[src/rtl/instruction_fetch.sv]
// instruction_fetch: PC holder and ROM requester; pairs each 1-cycle-latency ROM word with its PC.
// Rev 1.0
`default_nettype none

module instruction_fetch #(
  parameter int ADDR_WIDTH = 10,
  parameter int DATA_WIDTH = 32,
  parameter logic [ADDR_WIDTH-1:0] RESET_PC = '0
) (
  input  logic                  clk,
  input  logic                  rst,
  output logic [ADDR_WIDTH-1:0] imem_addr,
  input  logic [DATA_WIDTH-1:0] imem_data,
  input  logic                  stall,
  input  logic                  redirect,
  input  logic [ADDR_WIDTH-1:0] redirect_addr,
  output logic [DATA_WIDTH-1:0] instr,
  output logic [ADDR_WIDTH-1:0] instr_pc,
  output logic                  instr_valid,
  output logic [31:0]           instr_count
);

  typedef enum logic [0:0] {
    BOOT = 1'b0,
    RUN  = 1'b1
  } state_e;

  state_e                state_q, state_d;
  logic [ADDR_WIDTH-1:0] fetch_pc_q, fetch_pc_d;
  logic [ADDR_WIDTH-1:0] pend_pc_q, pend_pc_d;
  logic [31:0]           count_q, count_d;
  logic                  accept;

  always_ff @(posedge clk or posedge rst) begin
    if (rst) begin
      state_q    <= BOOT;
      fetch_pc_q <= RESET_PC;
      pend_pc_q  <= RESET_PC;
      count_q    <= '0;
    end else begin
      state_q    <= state_d;
      fetch_pc_q <= fetch_pc_d;
      pend_pc_q  <= pend_pc_d;
      count_q    <= count_d;
    end
  end

  assign accept = (state_q == RUN) & ~stall & ~redirect;

  always_comb begin
    state_d    = state_q;
    fetch_pc_d = fetch_pc_q;
    pend_pc_d  = pend_pc_q;
    count_d    = count_q + {31'd0, accept};
    imem_addr  = fetch_pc_q;

    if (redirect) begin
      imem_addr  = redirect_addr;
      pend_pc_d  = redirect_addr;
      fetch_pc_d = redirect_addr + 1'b1;
      state_d    = RUN;
    end else if (state_q == BOOT) begin
      // Stall is ignored here: there is no valid word yet to hold.
      pend_pc_d  = fetch_pc_q;
      fetch_pc_d = fetch_pc_q + 1'b1;
      state_d    = RUN;
    end else if (stall) begin
      // Re-read the held word so it is presented again next cycle.
      imem_addr = pend_pc_q;
    end else begin
      pend_pc_d  = fetch_pc_q;
      fetch_pc_d = fetch_pc_q + 1'b1;
    end
  end

  assign instr       = imem_data;
  assign instr_pc    = pend_pc_q;
  assign instr_valid = (state_q == RUN);
  assign instr_count = count_q;

endmodule

`default_nettype wire
[config.mk]
export PLATFORM = sky130hd
export DESIGN_NAME = instruction_fetch
export DESIGN_NICKNAME = d
export VERILOG_FILES = /design/src/rtl/instruction_fetch.sv
export SDC_FILE = /design/constraint.sdc
export NUM_CORES = 1
export LEC_CHECK = 0
export CELL_PAD_IN_SITES_DETAIL_PLACEMENT = 1
export CELL_PAD_IN_SITES_GLOBAL_PLACEMENT = 1
export CORE_ASPECT_RATIO = 1.1
export CORE_UTILIZATION = 31
export DETAILED_ROUTE_END_ITERATION = 8
export PLACE_DENSITY_LB_ADDON = 0.1
export SETUP_SLACK_MARGIN = 0.4
export SKIP_LAST_GASP = 1
export SYNTH_ARGS = -nofsm -noshare
export SYNTH_HDL_FRONTEND = slang
export SYNTH_SLANG_ARGS = --single-unit
[constraint.sdc]
create_clock -name clk -period 2 [get_ports clk]
set_input_delay 0.4 -clock clk [delete_from_list [all_inputs] [get_ports clk]]
set_output_delay 0.4 -clock clk [all_outputs]
set_load 0.02 [all_outputs]
==> reports/metrics.cfg, run 1 <==
[status]
status=complete, no violations

[floorplanning]
io_pins=131
dieArea_um2=9760
die_w_um=94.3
die_h_um=104
start_util_pct=32.4
row_count=36
core-area_um2=8960

[final_layout]
antennaDiodeCount=0
final_cells=482
layout-drive-gt1-share_pct=40.5
area_growth_pct=49.6
layout_common_cells=dfrtp_1, dlygate4sd2_1, buf_4, nand2_1, xnor2_1
finalNetCount=417

[clocking]
holdBufCountCts=0
cts.htree.levels=2
insertion_delay_ns=0.31
tritoncts=built
cts.sinks=53
cts_root_buffer=clkbuf_8
clkSlewWorstSetupHoldPaths_ns=0.10
cts_inserted_buffers=5
clockBufferDepth=2

[sta]
drv_slew=0
hold_ws_ns=0.350
rsz0062_at_grt=true
post-route-period-util_pct=97.6
setup_viol=0
finalCriticalPeriod_ns=1.95
timing.final.ws_setup_ns=0.0480
hold_viol=0
fmax_mhz=512
clock_skew_ns=0.00590

[logic_synthesis]
postSynthAreaPerCell_um2=10.3
syn-num-nets=331
ys_warn_count=0
ys_seq_area_share_pct=45.7
syn_inst=281
synth_cell_types=37
synth_area_um2=2900
ys_ff_latch=53

[worst_setup_path]
reg2regPathDepth=10
critPathCapture=imem_addr[8]
path_cells=nand2_2 -> buf_12 -> mux2_4 -> o21a_1 -> buf_6
path_depth=5
critical_path_class=register to output port
worstPathBufferInverterCount=2
reg2reg_from=instr_valid$_DFF_PP0_
end_kind=output port
cp-start-kind=register
cp-startpoint=instr_valid$_DFF_PP0_
r2r_setup_slack_ns=0.11
cpMaxStageDelayCell=dfrtp_2
reg2reg_to=instr_count[10]$_DFF_PP0_
cp_max_fo=7
crit_family=flip-flops
critPathRequiredTime_ns=1.60
cp_data_arrival_time_ns=1.55
max_stage_delay_ns=0.43

[placed_design]
dp.cells=465
portBuffers=66
dp_hpwl_mm=5.20
place.gp.congestion=0.783
pre_cts_slack_ns=-0.602

[global_routing]
grt_pass1_wl_mm=12.1
grt_max_degree=25
antenna_found_initial=0
gr-usage-met1_pct=20.2
overflow=0
grt.met2_usage_pct=26.9
grtUsageTotal_pct=15.7
grt_pass1_vias=2404
grt_busiest_layer=met2
grt.met3_usage_pct=2.72

[power_and_ir_drop]
finalPower_mw=2.79
p_int_mw=1.90
p_clk_share_pct=28.2
max-vdd-ir-drop_v=0.000296
p_per_area_nw_per_um2=642
seq_power_share_pct=48.0
power.switching_mw=0.893
sw_frac_of_total_pct=32.0
power_frac_comb_pct=23.8
p_leak_nw=2.15

[routing]
first_iter_violations=36
ant_nets=0
drcViolationCount=0
vias_per_cell=4.80
vias=2313
wl_per_cell_um=15.2
dr.pass1.iters=4
wl_mm=7.34

[min_path]
hold_class=input port to register

[run]
drv_cap=0

## cells by family (layout without fill, tap and decap cells)
logic type               count (synthesis)  after routing  share of synthesized area, %
XOR/XNOR                                44             44                          13.3
adder cells (fa/ha/maj)                  4              4                          1.72
AND/OR/NAND/NOR                         92             92                          18.6
AO/OA/AOI/OAI                           27             27                          5.34
flip-flops                              53             53                          45.7
other                                    1              1                         0.129
buffers and inverters                   45            132                          10.0
multiplexers                            15             15                          5.26
## registers in the layout (all words and copies together), names as in the netlist
signal	count
instr_count	32
fetch_pc_q	10
instr_pc	10
instr_valid	1
## metrics by stage
stage / util (%) / area (µm²) / TNS [ns]
CTS: 46.1 / 4130 / 0
global route: 48.5 / 4350 / -0.00716
floorplan: - / 3040 / -3.72
finish: 48.5 / 4350 / 0
global placement: 43.1 / 3860 / -15.87
detailed placement: 43.1 / 3860 / -17.19
## worst min path at each step
stage	start	to	slack (ns)	cells after the start
final	redirect_addr[6]	instr_pc[6]$_DFF_PP0_	0.35	3
after global routing	redirect	instr_pc[3]$_DFF_PP0_	0.38	2
after CTS	redirect	instr_pc[3]$_DFF_PP0_	0.42	2
after detailed placement	instr_count[31]$_DFF_PP0_	instr_count[31]$_DFF_PP0_	0.48	1
after global placement	instr_count[31]$_DFF_PP0_	instr_count[31]$_DFF_PP0_	0.47	1
after floorplan	rst	fetch_pc_q[0]$_DFFE_PP0P_	0.46	1
## synth_stat cells
master,count,area (µm²)
conb_1,1,3.75
buf_2,2,10.0
nor4_4,3,63.8
a22o_1,1,8.76
nand3_4,1,17.5
o211ai_1,2,15.0
clkbuf_1,5,18.8
nor3_1,1,5.00
nor3b_1,1,7.51
nor2_1,7,26.3
o22ai_1,1,6.26
inv_1,6,22.5
and4_1,2,17.5
nand3b_1,3,22.5
mux2_2,2,22.5
xor2_1,17,149
o21ai_0,17,85.1
a221oi_1,1,8.76
nand4_1,8,50.1
ha_1,4,50.1
buf_4,32,240
and3_2,1,7.51
a21oi_1,3,15.0
mux2i_1,13,130
nand3_1,20,100
and3_1,6,37.5
nand4_2,1,12.5
dfrtp_1,53,1330
nand2b_1,3,18.8
o21a_1,1,7.51
a41oi_1,1,8.76
xnor2_1,27,236
nand3_2,1,10.0
and4b_1,1,10.0
nor3_2,1,10.0
and2_1,1,6.26
nand2_1,31,116
## power groups by stage
stage / clock network, mW / registers, mW / logic (mW)
3_3_place_gp: 0 / 1.33 / 0.672
4_1_cts: 0.824 / 1.32 / 0.647
2_1_floorplan: 0 / 1.39 / 0.362
6_report: 0.788 / 1.34 / 0.664
5_1_grt: 0.858 / 1.36 / 0.724
3_5_place_dp: 0 / 1.33 / 0.681
## layout make-up
type                            count  area (µm²)
Fill cell                         981        4620
Multi-Input combinational cell    183        1650
Sequential cell                    53        1340
Timing Repair Buffer              118        1070
Tap cell                          114         143
Clock buffer                        6        82.6
Clock inverter                      2        37.5
Inverter                            6        26.3
## per-layer routing
metal	wire length, µm	vias to the layer above	share of wire, %
li1	-	1094	-
met1	3120	1160	42
met2	3880	52	53
met3	269	7	3.7
met4	67	0	0.91
met5	0	-	0
## what timing repair did
action,CTS,global route
pin swaps,25,21
gates resized for setup,145,45
buffers inserted,7,2
endpoints found under the setup margin,86,46
## worst min-delay path, stage by stage
cell	delay [ns]
dlymetal6s2s_1	0.10
nand2_1	0.07
o21ai_2	0.06
No activity file was read; power rests on OpenSTA's default activity.
==> run 2: changes to the inputs <==
--- a/config.mk
+++ b/config.mk
@@ -13,6 +13,7 @@
 export PLACE_DENSITY_LB_ADDON = 0.1
 export SETUP_SLACK_MARGIN = 0.4
 export SKIP_LAST_GASP = 1
+export SLEW_MARGIN = 25
 export SYNTH_ARGS = -nofsm -noshare
 export SYNTH_HDL_FRONTEND = slang
 export SYNTH_SLANG_ARGS = --single-unit
==> results of run 2 <==
Final layout, timing and power as in run 1 (identical DEF).
